$ cat config.mk
export PLATFORM = sky130hd
export DESIGN_NAME = tone_gen_multi
export DESIGN_NICKNAME = d
export VERILOG_FILES = /design/src/rtl/tone_gen_multi.sv
export SDC_FILE = /design/constraint.sdc
export NUM_CORES = 1
export LEC_CHECK = 0
export CORE_ASPECT_RATIO = 1.5
export CORE_MARGIN = 3
export CORE_UTILIZATION = 57
export CTS_BUF_LIST = sky130_fd_sc_hd__clkbuf_16
export CTS_CLUSTER_DIAMETER = 120
export CTS_CLUSTER_SIZE = 10
export DETAILED_ROUTE_END_ITERATION = 12
export HOLD_SLACK_MARGIN = 0.12
export PLACE_DENSITY = 0.81
export SLEW_MARGIN = 5
export SYNTH_ARGS = -nofsm -noshare
export SYNTH_HDL_FRONTEND = slang
export SYNTH_SLANG_ARGS = --single-unit
$ cat constraint.sdc
create_clock -name clk -period 2.59 [get_ports clk]
set_clock_uncertainty 0.2 [all_clocks]
set_input_delay 0.518 -clock clk [delete_from_list [all_inputs] [get_ports clk]]
set_output_delay 0.518 -clock clk [all_outputs]
set_load 0.02 [all_outputs]
$ cat src/rtl/tone_gen_multi.sv
`default_nettype none
// ============================================================================
//  Module      : tone_gen_multi
//  Description : NUM_CH independent square-wave tone generators with a
//                registered popcount mix output. Each channel toggles its
//                tone every cur_i cycles (half-period = cur_i).
//                Optional macro TONE_GEN_GLIDE_EN: the effective divider
//                glides one step per GLIDE_PERIOD cycles toward the target
//                instead of restarting the phase on a divider change.
//  Revision    : 1.0 - initial release
// ============================================================================
module tone_gen_multi #(
   parameter int WIDTH_COUNTER = 10,
   parameter int NUM_CH        = 4,
   parameter int GLIDE_PERIOD  = 16
) (
   input  logic                              clk,
   input  logic                              rst_n,
   input  logic [NUM_CH*WIDTH_COUNTER-1:0]   div,
   input  logic [NUM_CH-1:0]                 en,
   output logic [NUM_CH-1:0]                 tone,
   output logic [$clog2(NUM_CH+1)-1:0]       mix
);

   localparam int C_MIX_W = $clog2(NUM_CH+1);

   // An illegal glide period produces an extra, empty block that stands out
   // in elaboration hierarchy reports.
   if (GLIDE_PERIOD < 1) begin : g_glide_period_illegal
   end

`ifdef TONE_GEN_GLIDE_EN
   localparam int C_PRE_W = (GLIDE_PERIOD > 1) ? $clog2(GLIDE_PERIOD) : 1;

   logic [C_PRE_W-1:0] r_prescale;
   logic               w_glide_tick;

   assign w_glide_tick = (r_prescale == C_PRE_W'(GLIDE_PERIOD - 1));

   // Shared prescaler: wraps every GLIDE_PERIOD cycles to pace glide steps.
   always_ff @(posedge clk or negedge rst_n) begin
      if (!rst_n) begin
         r_prescale <= '0;
      end else if (w_glide_tick) begin
         r_prescale <= '0;
      end else begin
         r_prescale <= r_prescale + 1'b1;
      end
   end
`endif

   logic [NUM_CH-1:0] w_tone;

   for (genvar i = 0; i < NUM_CH; i++) begin : g_ch
      logic [WIDTH_COUNTER-1:0] w_div;
      logic [WIDTH_COUNTER-1:0] w_cur;
      logic [WIDTH_COUNTER-1:0] r_count;
      logic [WIDTH_COUNTER-1:0] r_div_hold;
      logic                     r_tone;
      logic                     w_restart;

      assign w_div     = div[i*WIDTH_COUNTER +: WIDTH_COUNTER];
      assign w_tone[i] = r_tone;

`ifdef TONE_GEN_GLIDE_EN
      logic [WIDTH_COUNTER-1:0] r_cur;

      // Effective divider: silence on zero target, jump from silence,
      // otherwise creep one step toward the target on each prescaler wrap.
      always_ff @(posedge clk or negedge rst_n) begin
         if (!rst_n) begin
            r_cur <= '0;
         end else if (w_div == '0) begin
            r_cur <= '0;
         end else if (r_cur == '0) begin
            r_cur <= w_div;
         end else if (w_glide_tick && (r_cur != w_div)) begin
            r_cur <= (r_cur < w_div) ? r_cur + 1'b1 : r_cur - 1'b1;
         end
      end

      assign w_cur     = r_cur;
      assign w_restart = 1'b0;
`else
      assign w_cur     = w_div;
      assign w_restart = (w_div != r_div_hold);
`endif

      // Channel core: enable, silence, phase restart, terminal count, count.
      always_ff @(posedge clk or negedge rst_n) begin
         if (!rst_n) begin
            r_count    <= '0;
            r_div_hold <= '0;
            r_tone     <= 1'b0;
         end else begin
            r_div_hold <= w_div;
            if (!en[i]) begin
               r_tone  <= 1'b0;
               r_count <= WIDTH_COUNTER'(1);
            end else if (w_div == '0) begin
               r_tone  <= 1'b0;
               r_count <= WIDTH_COUNTER'(1);
            end else if (w_restart) begin
               r_count <= WIDTH_COUNTER'(1);
            end else if ((w_cur != '0) && (r_count >= w_cur)) begin
               r_tone  <= ~r_tone;
               r_count <= WIDTH_COUNTER'(1);
            end else begin
               r_count <= r_count + 1'b1;
            end
         end
      end
   end

   assign tone = w_tone;

   logic [C_MIX_W-1:0] w_pop;

   // Number of channels currently high.
   always_comb begin
      w_pop = '0;
      for (int i = 0; i < NUM_CH; i++) begin
         w_pop = w_pop + C_MIX_W'(w_tone[i]);
      end
   end

   // Mix is registered, one cycle behind the tone bits.
   always_ff @(posedge clk or negedge rst_n) begin
      if (!rst_n) begin
         mix <= '0;
      end else begin
         mix <= w_pop;
      end
   end

endmodule
`default_nettype wire

* Word-level counts from Yosys, hierarchy flattened
Index checks and enable logic that the tools add are counted.
** Storage, ports and cells
- Output and inout port bits :: 7
- Bits of input ports :: 46
- Word-level logic and storage cells :: 88
- Flip-flop bits (word level) :: 87
** Cells by class
- Bitwise logic cells :: 4
- $lt $le $gt $ge :: 4
- Add/sub/neg operators :: 7
- Reduce and logical (&&, ||, !) cells :: 16
- Mux-type cells :: 32
- Equality and inequality tests :: 12
** Operator list (count)
- 2-to-1 mux 10 bit :: 16
- adder 10 x 1 -> 10 bit, second input constant :: 4
- >= comparator 10 bit :: 4
- zero test 10 bit :: 4
- != test 10 bit :: 4
- nonzero test 10 bit :: 4
- 2-to-1 mux 1 bit :: 16
- != test 3 x 1 -> 1 bit, second input constant :: 4
- != test 3 x 2 -> 1 bit, second input constant :: 4
- AND reduction 2 bit :: 4
- logical AND 1 bit :: 4
- inverter 1 bit :: 4
- adder 2 x 1 -> 3 bit :: 1
- adder 3 x 1 -> 3 bit :: 1
- adder 1 x 1 -> 2 bit :: 1

* Logic depth before layout (Yosys ltp)
- Depth in word-level cells :: 6
- Depth in mapped cells :: 7
- Depth with buffers taken out :: 7

* Least setup slack after synthesis
No wires, ideal clock.
- Kind :: in2reg
- Start point :: in div[10]
- End point :: reg g_ch[1].r_count[0]
- Path buffers :: 0
- Path slack :: 490 ps
- Setup time :: 124 ps
- Data required time :: 2266 ps
- Stages :: 6
- Arrival :: 1776 ps
- Cell sequence :: ha_1 > nand2b_1 > a21o_1 > a211oi_2 > nand4_2 > or2_1
** On the way
- Longest elaborated chain between the ends :: 6
- Elaborated cells on any way between the ends :: 9
- Classes of those cells :: order compare: 1; eq/ne: 1; mux: 4; reduce/logical: 3
** Ends and longest elaborated chain
- start, declared :: line 19 : input logic [NUM_CH*WIDTH_COUNTER-1:0] div,
- >= comparator 10 bit or nonzero test 10 bit (tied branches) :: line 105 : end else if ((w_cur != '0) && (r_count >= w_cur)) begin
- logical AND 1 bit :: line 105
- 2-to-1 mux 10 bit :: line 105
- 2-to-1 mux 10 bit :: line 103 : end else if (w_restart) begin
- 2-to-1 mux 10 bit * :: line 100 : end else if (w_div == '0) begin
- 2-to-1 mux 10 bit * :: line 97 : if (!en[i]) begin
- end signal, assigned :: line 109 : r_count <= r_count + 1'b1;
- end, declared :: line 57 : logic [WIDTH_COUNTER-1:0] r_count;
Every way passes the cells marked *; elsewhere a longest branch is shown, timed or not.
A chain may end at the register's enable or synchronous reset.

* Final worst setup path
- Start point :: in div[37]
- End point :: reg g_ch[3].r_tone
** On the way
- Longest elaborated chain between the ends :: 4
- Elaborated cells on any way between the ends :: 10
- Classes of those cells :: order compare: 1; eq/ne: 3; mux: 2; reduce/logical: 4
** Ends and longest elaborated chain
- >= comparator 10 bit or nonzero test 10 bit (tied branches) :: line 105
- logical AND 1 bit :: line 105
- != test 3 x 1 -> 1 bit (no line)
- AND reduction 2 bit (no line)
- end signal, assigned :: line 106 : r_tone <= ~r_tone;
- end, declared :: line 59 : logic r_tone;
Several ways; a longest one is shown, not always the timed one.

==> flow_metrics.env <==
export IMPL_status="completed"
export IMPL_cts_sinks=87
export IMPL_tightest_slew_ps=551
export IMPL_reg2reg_to="g_ch[0].r_count[8]"
export IMPL_grt_pass1_wl_mm=17.4
export IMPL_intPower_uw=2390
export IMPL_wirelength_mm=10.4
export IMPL_drtIter0Drc=141
export IMPL_finalHoldViolations=0
export IMPL_dp_cells=650
export IMPL_syn_avg_cell_area_um2=10.5
export IMPL_fmax_mhz=415
export IMPL_die_y_um=118
export IMPL_die_w_um=80.6
export IMPL_nets=650
export IMPL_root_buffer="clkbuf_16"
export IMPL_power_density_nw_per_um2=510
export IMPL_cts_hold_fix_buffers=1
export IMPL_clockBufferDepth=2
export IMPL_combPwrFrac_pct=10.0
export IMPL_cts_tree="done"
export IMPL_crit_path_max_fanout=3
export IMPL_drv_cap=0
export IMPL_reg2reg_slack_ps=390
export IMPL_met2_usage_pct=42.6
export IMPL_crit_start="div[37]"
export IMPL_swShare_pct=22.6
export IMPL_power_switching_uw=700
export IMPL_firstDrtPassIters=4
export IMPL_post_cts_buffers=0
export IMPL_slew_violations=0
export IMPL_endpoint_kind="flop"
export IMPL_reg2reg_depth=9
export IMPL_insertion_delay_ps=340
export IMPL_timing_rr_start="g_ch[0].r_count[0]"
export IMPL_syn_nets=545
export IMPL_grt_pass1_vias=3928
export IMPL_p_seq_share_pct=45.5
export IMPL_drive_gt1_share_pct=12.6
export IMPL_post_cts_resized=0
export IMPL_drc=0
export IMPL_worstPathRequired_ps=2660
export IMPL_htree_levels=3
export IMPL_crit_end="g_ch[3].r_tone"
export IMPL_ys_seq_area_share_pct=45.7
export IMPL_finalCritPeriodShare_pct=93.1
export IMPL_place_gp_congestion=0.903
export IMPL_areaGrowthSynthToFinish_pct=27.2
export IMPL_met1_usage_pct=24.7
export IMPL_final_area_um2=6050
export IMPL_antenna_found_initial=0
export IMPL_overflow=0
export IMPL_arrival_ps=2480
export IMPL_wl_per_cell_um=15.6
export IMPL_vias=3638
export IMPL_synth_area_um2=4760
export IMPL_synth_cell_types=32
export IMPL_groute_usage_overall_pct=23.7
export IMPL_ir_drop_mv=0.381
export IMPL_leakagePower_uw=0.00279
export IMPL_busiest_layer="met2"
export IMPL_min_period_ps=2410
export IMPL_antenna_cells=0
export IMPL_gr_usage_met3_pct=4.21
export IMPL_worst_setup_path_start_kind="primary input"
export IMPL_final_fill_count=556
export IMPL_initial_core_util_pct=59.1
export IMPL_die_area_um2=9510
export IMPL_rows=40
export IMPL_place_area_um2=5730
export IMPL_cts_buffers=9
export IMPL_synth_warning_count=0
export IMPL_grt_max_degree=47
export IMPL_hp_class="reg -> reg"
export IMPL_setup_viol=0
export IMPL_postSynthCellCount=452
export IMPL_antenna_left=0
export IMPL_crit_type="in -> reg"
export IMPL_avgViaCountPerCell=5.45
export IMPL_rsz0062_at_grt="false"
export IMPL_clk_pin_slew_ps=60
export IMPL_design_core_area_um2=8060
export IMPL_dp_hpwl_mm=8.10
export IMPL_port_buffers=52
export IMPL_slew_headroom_pct=63.2
export IMPL_final_cells=667
export IMPL_ys_ff_latch=87
export IMPL_clockPowerShare_pct=44.5
export IMPL_ioPinCount=53
-- layer usage --
layer  part of all wire (%)  routed length, um  vias up
li1                       -                  -     1741
met1                     37               3800     1769
met2                     54               5640       87
met3                    4.2                434       41
met4                    4.8                502        0
met5                      0                  0        -
-- synthesized netlist by cell type --
cell,count,area share [%]
nand4_1,21,2.8
nor4_4,3,1.3
nor3_2,2,0.42
a41oi_1,6,1.1
or3_1,2,0.26
and3_1,4,0.53
o21ai_0,5,0.53
a21oi_1,8,0.84
fa_1,1,0.42
nor2_1,52,4.1
nor4_2,1,0.26
nand4_2,1,0.26
xor2_1,28,5.2
o21a_1,1,0.16
nand3_1,22,2.3
a211oi_2,1,0.26
xnor2_1,44,8.1
mux2i_1,4,0.84
inv_1,55,4.3
dfrtp_1,87,46
o41a_1,1,0.24
a211oi_1,7,1.1
nand2_1,18,1.4
or2_1,4,0.53
ha_1,46,12
a211o_1,1,0.18
a21o_1,1,0.16
nor4_1,8,1.1
a21boi_0,4,0.63
buf_4,4,0.63
nand2b_1,7,0.92
nand4_4,3,1.3
-- worst max-delay path: stages --
cell,delay (ps)
clkdlybuf4s50_1,520
inv_1,80
ha_1,310
nand4_1,120
o41a_1,480
a21boi_0,240
mux2i_1,220
-- cell usage in the layout (no fill, tap or decap), types with 5 or more instances in the layout --
cell type,Yosys,routed
a211oi_1,7,7
a21oi_1,8,8
a41oi_1,6,6
buf_4,4,45
clkbuf_16,0,9
clkdlybuf4s50_1,0,51
dfrtp_1,87,87
ha_1,46,46
inv_1,55,56
nand2_1,18,18
nand2b_1,7,7
nand3_1,22,22
nand4_1,21,21
nor2_1,52,52
nor4_1,8,8
o21ai_0,5,5
xnor2_1,44,44
xor2_1,28,28
-- flip-flops by register name, summed over array words and instances (netlist names) --
name             cells
g_ch.r_tone          4
g_ch.r_count        40
g_ch.r_div_hold     40
mix                  3
-- worst min path at each step --
stage / startpoint / endpoint / slack, ps / cells after the start
6_report: g_ch[0].r_tone / g_ch[0].r_tone / 350 / 2
5_1_grt: g_ch[1].r_tone / g_ch[1].r_tone / 390 / 2
4_1_cts: g_ch[0].r_tone / g_ch[0].r_tone / 350 / 2
3_5_place_dp: rst_n / g_ch[1].r_count[8] / 330 / 1
3_3_place_gp: rst_n / g_ch[1].r_count[8] / 330 / 1
2_1_floorplan: rst_n / g_ch[0].r_count[0] / 20 / 0
-- cell type report --
cell class,count,area [um2],share of cell area [%]
multi-input combinational,306,2350,38.8
clock buffer,9,225,3.72
tap,105,131,2.17
inverter,55,206,3.41
timing repair buffer,98,878,14.5
clock inverter,7,88.8,1.47
sequential,87,2180,36.0
-- cells by family after synthesis --
family	count (synthesis)	synth area share (%)
AND/OR/NAND/NOR	148	17.5
XOR/XNOR	72	13.2
buffers and inverters	59	4.97
AO/OA/AOI/OAI	35	5.20
multiplexers	4	0.841
adder cells (fa/ha/maj)	47	12.5
flip-flops	87	45.7
-- power groups by stage --
stage	Combinational (uW)	Clock [uW]	Sequential [uW]
floorplan	113	0	1430
global placement	297	0	1430
detailed placement	308	0	1430
CTS	313	1390	1410
global route	338	1460	1410
finish	309	1380	1410
-- per-stage QoR --
step / power (uW) / hold slack [ps] / utilization (%) / setup slack, ps / TNS, ps
after floorplan: 1540 / 22.4 / - / 490 / 0
after global placement: 1730 / 331 / 71.1 / -76.7 / -857
after detailed placement: 1740 / 335 / 71.1 / -204 / -3640
after CTS: 3110 / 355 / 75.1 / 150 / 0
after global routing: 3200 / 392 / 75.1 / 30.5 / 0
final: 3090 / 353 / 75.1 / 178 / 0
No activity file was read; power rests on OpenSTA's default activity.
==> patch (same flow settings) <==
Set the parameter `NUM_CH` to 8 (it was 4).
--- a/src/rtl/tone_gen_multi.sv
+++ b/src/rtl/tone_gen_multi.sv
@@ -11,7 +11,7 @@
 // ============================================================================
 module tone_gen_multi #(
    parameter int WIDTH_COUNTER = 10,
-   parameter int NUM_CH        = 4,
+   parameter int NUM_CH        = 8,
    parameter int GLIDE_PERIOD  = 16
 ) (
    input  logic                              clk,
Ports: changed (resized div, en, mix and tone); port bits go from 53 to 102. No check against the original RTL was run, so the function may have changed too.
==> patch against the unedited design <==
- the run now ends with negative setup slack left
- power up 93%
- critical path type is now reg2reg
- final area up 100%
- area after synthesis up 99%
- sequential cell count up 85
- highest routed layer is now met5
- synthesized cell count up 97%
- setup slack worse by 0.52 ns
- routed wire length up 97%
- global-route usage up 0.066 points
==> patch: results (changes against the unedited design) <==
| Metric | Value |
|---|---|
| Status | `complete, but fails checks` |
| Failing checks | `negative setup slack` |
| Biggest regs | `g_ch.r_count (80), g_ch.r_div_hold (80), g_ch.r_tone (8)` |
| Largest net degree at the start of global routing | `44 (-6.4%)` |
| Met3 wire len | `734 um (+69%)` |
| Compound-Gate Fraction of Synth Area | `5.60% (+0.40 points)` |
| Vias in the first global route | `7613 (+94%)` |
| Met1 Use GR | `27.4% (+2.7 points)` |
| Post-Synth Adder-Cell Area | `12.9% (+0.36 points)` |
| TritonCTS buffer count | `17 (+8)` |
| Psw | `1440 uW (+110%)` |
| Setup Viol. Count Final | `3 (+3)` |
| # port buffers | `101 (+94%)` |
| # fillers | `1069 (+92%)` |
| Worst Path Max Fanout | `2 (-1)` |
| Crit-path slowest cell | `fa_1` |
| H-tree depth | `4 (+1)` |
| Reg-to-reg startpoint | `g_ch[0].r_tone` |
| DR WL/cell | `15.4 um (-1.1%)` |
| Placed standard-cell area | `11500 um^2 (+100%)` |
| Gpl congestion | `0.836 (-7.5%)` |
| Synth top area cells | `dfrtp_1 (45%), ha_1 (12%), xnor2_1 (7.6%), xor2_1 (5.8%), inv_1 (4.2%)` |
| Leak | `0.00569 uW (+100%)` |
| Setup WS post-layout | `-0.341 ns (-0.519 ns)` |
| Destination of the worst hold path | `g_ch[6].r_count[9]` |
| GR met3 Demand/Resource | `4.75% (+0.54 points)` |
patch: changes by cell type in the layout (fill, tap and decap cells not counted), moves of 44 or more:
| cell | delta |
|---|---|
| dfrtp_1 | +85 |
| buf_4 | +59 |
| inv_1 | +51 |
| clkdlybuf4s50_1 | +49 |
| ha_1 | +44 |
patch: worst max-delay path by stage:
stage / startpoint / cells after the start / slack, ns / endpoint
after floorplan: g_ch[0].r_tone / 8 / -0.31 / mix[2]
after global placement: g_ch[0].r_tone / 8 / -0.32 / mix[2]
after detailed placement: g_ch[0].r_tone / 8 / -0.34 / mix[2]
after CTS: g_ch[0].r_tone / 8 / -0.34 / mix[2]
after global routing: g_ch[0].r_tone / 8 / -0.42 / mix[2]
final: g_ch[0].r_tone / 8 / -0.34 / mix[2]
patch: layout make-up:
class | instances | share of cell area, %
multi-input combinational | 603 | 38.8
sequential | 172 | 35.5
timing repair buffer | 210 | 15.5
clock buffer | 17 | 3.50
inverter | 106 | 3.28
tap | 206 | 2.12
clock inverter | 15 | 1.33
